**src/rtl/des_key_dec.sv**
```systemverilog
// DES round-key generator: walks the key schedule backwards from a PC-1 key (K16..K1).
// Optional DES_KEY_DEC_FWD_EN adds mode_in for forward (K1..K16) emission.
module des_key_dec #(
    parameter int ROUND_NUM = 16
) (
    input  logic        clk_in,
    input  logic        rst_n_in,
    input  logic [55:0] sub_key_in,
    input  logic        sub_key_in_valid,
`ifdef DES_KEY_DEC_FWD_EN
    input  logic        mode_in,
`endif
    output logic        sub_key_in_ready_out,
    output logic [47:0] key_out,
    output logic [3:0]  key_idx_out,
    output logic        key_out_valid,
    input  logic        key_out_ready_in,
    output logic        done_out
);

    localparam logic [3:0] LAST_DEC = 4'(16 - ROUND_NUM);
    localparam logic [3:0] LAST_FWD = 4'(ROUND_NUM - 1);

    // 1-based bit numbers into {C,D}, bit 1 being the MSB
    localparam int PC2_TBL [48] = '{
        14, 17, 11, 24,  1,  5,  3, 28, 15,  6, 21, 10,
        23, 19, 12,  4, 26,  8, 16,  7, 27, 20, 13,  2,
        41, 52, 31, 37, 47, 55, 30, 40, 51, 45, 33, 48,
        44, 49, 39, 56, 34, 53, 46, 42, 50, 36, 29, 32
    };

    typedef enum logic [1:0] {IDLE, EMIT, DONE} state_t;

    function automatic logic two_shift(input logic [3:0] idx);
        return !(idx == 4'd0 || idx == 4'd1 || idx == 4'd8 || idx == 4'd15);
    endfunction

    function automatic logic [27:0] rotl28(input logic [27:0] x, input logic two);
        return two ? {x[25:0], x[27:26]} : {x[26:0], x[27]};
    endfunction

    function automatic logic [27:0] rotr28(input logic [27:0] x, input logic two);
        return two ? {x[1:0], x[27:2]} : {x[0], x[27:1]};
    endfunction

    function automatic logic [47:0] pc2(input logic [55:0] cd);
        logic [47:0] k;
        k = '0;
        for (int i = 0; i < 48; i++) begin
            k[6'(47 - i)] = cd[6'(56 - PC2_TBL[i])];
        end
        return k;
    endfunction

    state_t      state_q;
    logic [27:0] c_q, d_q;
    logic [3:0]  idx_q;
    logic [47:0] key_q;
    logic        vld_q;
    logic        done_q;
    logic        fwd_q;

    logic        fwd_acc_d;
    logic [27:0] c_acc_d, d_acc_d;
    logic [27:0] c_nxt_d, d_nxt_d;
    logic [3:0]  idx_nxt_d;
    logic        last_d;

    always_comb begin
        fwd_acc_d = 1'b0;
`ifdef DES_KEY_DEC_FWD_EN
        fwd_acc_d = mode_in;
`endif
        c_acc_d = sub_key_in[55:28];
        d_acc_d = sub_key_in[27:0];
        // Forward order must already hold C1/D1 when K1 is presented
        if (fwd_acc_d) begin
            c_acc_d = rotl28(sub_key_in[55:28], two_shift(4'd0));
            d_acc_d = rotl28(sub_key_in[27:0], two_shift(4'd0));
        end

        if (fwd_q) begin
            idx_nxt_d = idx_q + 4'd1;
            c_nxt_d   = rotl28(c_q, two_shift(idx_nxt_d));
            d_nxt_d   = rotl28(d_q, two_shift(idx_nxt_d));
            last_d    = (idx_q == LAST_FWD);
        end else begin
            // Undo the left shift that produced the key just consumed
            idx_nxt_d = idx_q - 4'd1;
            c_nxt_d   = rotr28(c_q, two_shift(idx_q));
            d_nxt_d   = rotr28(d_q, two_shift(idx_q));
            last_d    = (idx_q == LAST_DEC);
        end
    end

    always_ff @(posedge clk_in or negedge rst_n_in) begin
        if (!rst_n_in) begin
            state_q <= IDLE;
            c_q     <= '0;
            d_q     <= '0;
            idx_q   <= '0;
            key_q   <= '0;
            vld_q   <= 1'b0;
            done_q  <= 1'b0;
            fwd_q   <= 1'b0;
        end else begin
            case (state_q)
                IDLE: begin
                    done_q <= 1'b0;
                    if (sub_key_in_valid) begin
                        c_q     <= c_acc_d;
                        d_q     <= d_acc_d;
                        idx_q   <= fwd_acc_d ? 4'd0 : 4'd15;
                        key_q   <= pc2({c_acc_d, d_acc_d});
                        vld_q   <= 1'b1;
                        fwd_q   <= fwd_acc_d;
                        state_q <= EMIT;
                    end
                end
                EMIT: begin
                    if (key_out_ready_in) begin
                        if (last_d) begin
                            vld_q   <= 1'b0;
                            done_q  <= 1'b1;
                            state_q <= DONE;
                        end else begin
                            c_q   <= c_nxt_d;
                            d_q   <= d_nxt_d;
                            idx_q <= idx_nxt_d;
                            key_q <= pc2({c_nxt_d, d_nxt_d});
                        end
                    end
                end
                DONE: begin
                    done_q  <= 1'b0;
                    state_q <= IDLE;
                end
                default: begin
                    vld_q   <= 1'b0;
                    done_q  <= 1'b0;
                    state_q <= IDLE;
                end
            endcase
        end
    end

    assign sub_key_in_ready_out = (state_q == IDLE);
    assign key_out              = key_q;
    assign key_idx_out          = idx_q;
    assign key_out_valid        = vld_q;
    assign done_out             = done_q;

endmodule
```
**config.mk**
```make
export PLATFORM = sky130hd
export DESIGN_NAME = des_key_dec
export DESIGN_NICKNAME = d
export VERILOG_FILES = /design/src/rtl/des_key_dec.sv
export SDC_FILE = /design/constraint.sdc
export NUM_CORES = 1
export LEC_CHECK = 0
export CAP_MARGIN = 30
export CORE_UTILIZATION = 30
export CTS_CLUSTER_SIZE = 10
export DETAILED_ROUTE_END_ITERATION = 12
export PLACE_DENSITY = 0.55
export SLEW_MARGIN = 20
export SYNTH_ARGS = -nofsm -noshare
export SYNTH_HDL_FRONTEND = slang
export SYNTH_SLANG_ARGS = --single-unit
```
**constraint.sdc**
```tcl
create_clock -name clk_in -period 2.35 [get_ports clk_in]
set_input_delay 0.235 -clock clk_in [delete_from_list [all_inputs] [get_ports clk_in]]
set_output_delay 0.235 -clock clk_in [all_outputs]
set_load 0.05 [all_outputs]
```
==> metrics.txt <==
post-synth top area cell dfrtp_1; WP data arrival 1.75 ns; gate count of the mapped netlist 357; Worst Skew 0.00687 ns; routed vias/inst 4.76; Final Wtd Congestion 0.759; Crit path largest cell delay 0.81 ns; met2 routed WL 3760 um; M1 WL 4150 um; worst path cell trace nor2_1 -> clkdlybuf4s50_1; period utilisation layout 84.3%; post-cts sizing count 0; CTS sink count 64; Synth top area share 42.9%; Post-Syn Area 3730 um2; met3 WL 562 um; Cell Pwr Density 1440 nW/um2; routed wire length 8570 um; diodes inserted 0; top cells by area, synth dfrtp_1, mux2i_1, buf_4; Hold Path Class in -> async; reg-to-reg endpoint d_q[22]; asr flop ratio synth 100%; MaxCap Viol Count 0; endpoints failing hold 0; DP Wirelength 5880 um; nature of the critical path startpoint register; largest net degree at the start of global routing 35; number of I/O port buffers 92; I/O Pins 115; H-tree depth 3; die extent in x 114 um; Pins Over Slew Limit 0; Slew @ Worst Pin 0.739 ns; Final Critical Period 1.98 ns; cell internal pwr 0.00393 W; Max stage delay cell, worst path clkdlybuf4s50_1; status completed; post-synth cell types 29; FF-to-FF path depth 7; clk buf depth 2; Post-DRT Antenna Nets 0; critical path class reg -> out; # rows 40; Setup violations, final 0; top-count cell post-synth dfrtp_1; layout cell share with drive strength beyond 1 7.78%; Root Buffer clkbuf_16; area of the multi-input gates 1660 um2; P_sw 0.00304 W; FF+latch count, synth 64; combinational fraction of design power 51.7%; Lkg Pwr 2.00 nW; f_max 505 MHz; vias in the first global route 2754; max_slew headroom 50.7%; filler cell count 1197; highest metal used met4; Die Height 114 um; maximum vdd drop 526 uV; first-pass GRT wire length 14100 um; R2R setup slack 0.37 ns; synth warn 0; RSZ-0062 raised after global routing false; Reg clk slew, reported paths 0.05 ns; GRT overflow 0; area added between synthesis and finish 29.7%; TritonCTS clock tree built; Post-synth EDFFs 0; via count 2820; Initial Utilization 31.0%; core footprint 12100 um2; Reg area 1600 um2; Clock Power Share 19.5%; sw frac 43.6%; Syn Area/Cell 10.5 um2; Tot GR Track Use 13.9%; clk_lat worst skew 0.33 ns; CP max FO 7; Crit. End Element output pin; die area 12900 um2; Initial DRC Count 177; DR pass1 iterations 4; post-synthesis sequential area ratio 42.9%; cts bufs inserted 9; antenna violations before repair 0; Fin Setup TNS 0 ns; share of power burned in registers 28.8%; WHS 0.519 ns; WP data required 2.12 ns; Util after Layout 40.1%; DRC viols 0; top_reg_cell synth dfrtp_1; Reg-to-Reg Start key_idx_out[0]; wire per inst 14.5 um; nets 482; Synth top cells by count dfrtp_1, mux2i_1, buf_4, a22oi_1, o21ai_1
## area by class of cell
type	count	share of cell area, %
Sequential cell	64	33.1
Clock buffer	11	5.22
Multi-Input combinational cell	236	34.4
Clock inverter	5	1.14
Inverter	5	0.388
Tap cell	168	4.34
Timing Repair Buffer	103	21.5
## metal layers
metal / global-route usage [%] / vias to the layer above
li1: - / 1358
met1: 19.2 / 1356
met2: 20.6 / 99
met3: 4.73 / 7
met4: 3.42 / 0
met5: 0 / -
## how the worst max path moves through the flow
| stage | startpoint | endpoint | slack (ns) |
|---|---|---|---|
| 3_3_place_gp | key_idx_out[0] | c_q[10] | 0.47 |
| 3_5_place_dp | key_idx_out[0] | c_q[1] | 0.40 |
| 5_1_grt | key_idx_out[0] | c_q[2] | 0.23 |
| 6_report | state_q[0] | sub_key_in_ready_out | 0.37 |
| 2_1_floorplan | key_idx_out[0] | c_q[20] | 0.35 |
| 4_1_cts | state_q[0] | sub_key_in_ready_out | 0.34 |
## cells in the final DEF, fill, tap and decap left out, types with 2 or more instances in the layout
cell	n
nand3b_1	14
clkinv_2	2
clkdlybuf4s50_1	91
o211ai_1	13
o21ai_1	40
ha_1	3
a22oi_1	43
clkinvlp_4	2
clkbuf_16	9
o21ai_0	5
buf_4	7
buf_12	3
mux2i_1	57
conb_1	22
clkbuf_8	2
nand2_1	16
dfrtp_1	64
inv_1	5
nor2_1	7
nor3_1	2
a21oi_1	2
## timing repair
| action | in CTS | in global routing |
|---|---|---|
| hold endpoints to repair | 30 | 0 |
| hold buffers | 1 | 0 |
| buffers inserted | 0 | 0 |
## cell families after synthesis
group,share of synthesized area (%)
AO/OA/AOI/OAI,18.6
buffers and inverters,15.0
flip-flops,42.9
multiplexers,15.3
AND/OR/NAND/NOR,6.87
adder cells (fa/ha/maj),1.01
other,0.100
XOR/XNOR,0.235
## per-stage QoR
stage / setup slack (ns) / cells / power [W] / area, um2
floorplan: 0.351 / 378 / 0.00497 / 3810
global placement: 0.473 / 575 / 0.00559 / 4520
detailed placement: 0.400 / 575 / 0.00565 / 4520
CTS: 0.340 / 592 / 0.00704 / 4840
global route: 0.235 / 592 / 0.00739 / 4840
finish: 0.368 / 592 / 0.00696 / 4840
## state kept, by name, indices dropped and copies added, names as in the netlist
name	count
c_q	28
d_q	27
key_idx_out	4
state_q	2
done_out	1
key_out	1
key_out_valid	1
## power by group through the flow
stage	clock [W]	combinational (W)	sequential, W
floorplan	0	0.00292	0.00204
CTS	0.00140	0.00363	0.00201
global route	0.00144	0.00387	0.00208
global placement	0	0.00358	0.00201
finish	0.00136	0.00360	0.00201
detailed placement	0	0.00363	0.00202
## critical path, delay by kind of cell, from the launching register on
| kind | cells | cell delay (ns) |
|---|---|---|
| flip-flops | 1 | 0.47 |
| AND/OR/NAND/NOR | 1 | 0.14 |
| buffers and inverters | 1 | 0.81 |
Note: power is estimated with default switching activity, not from simulation.
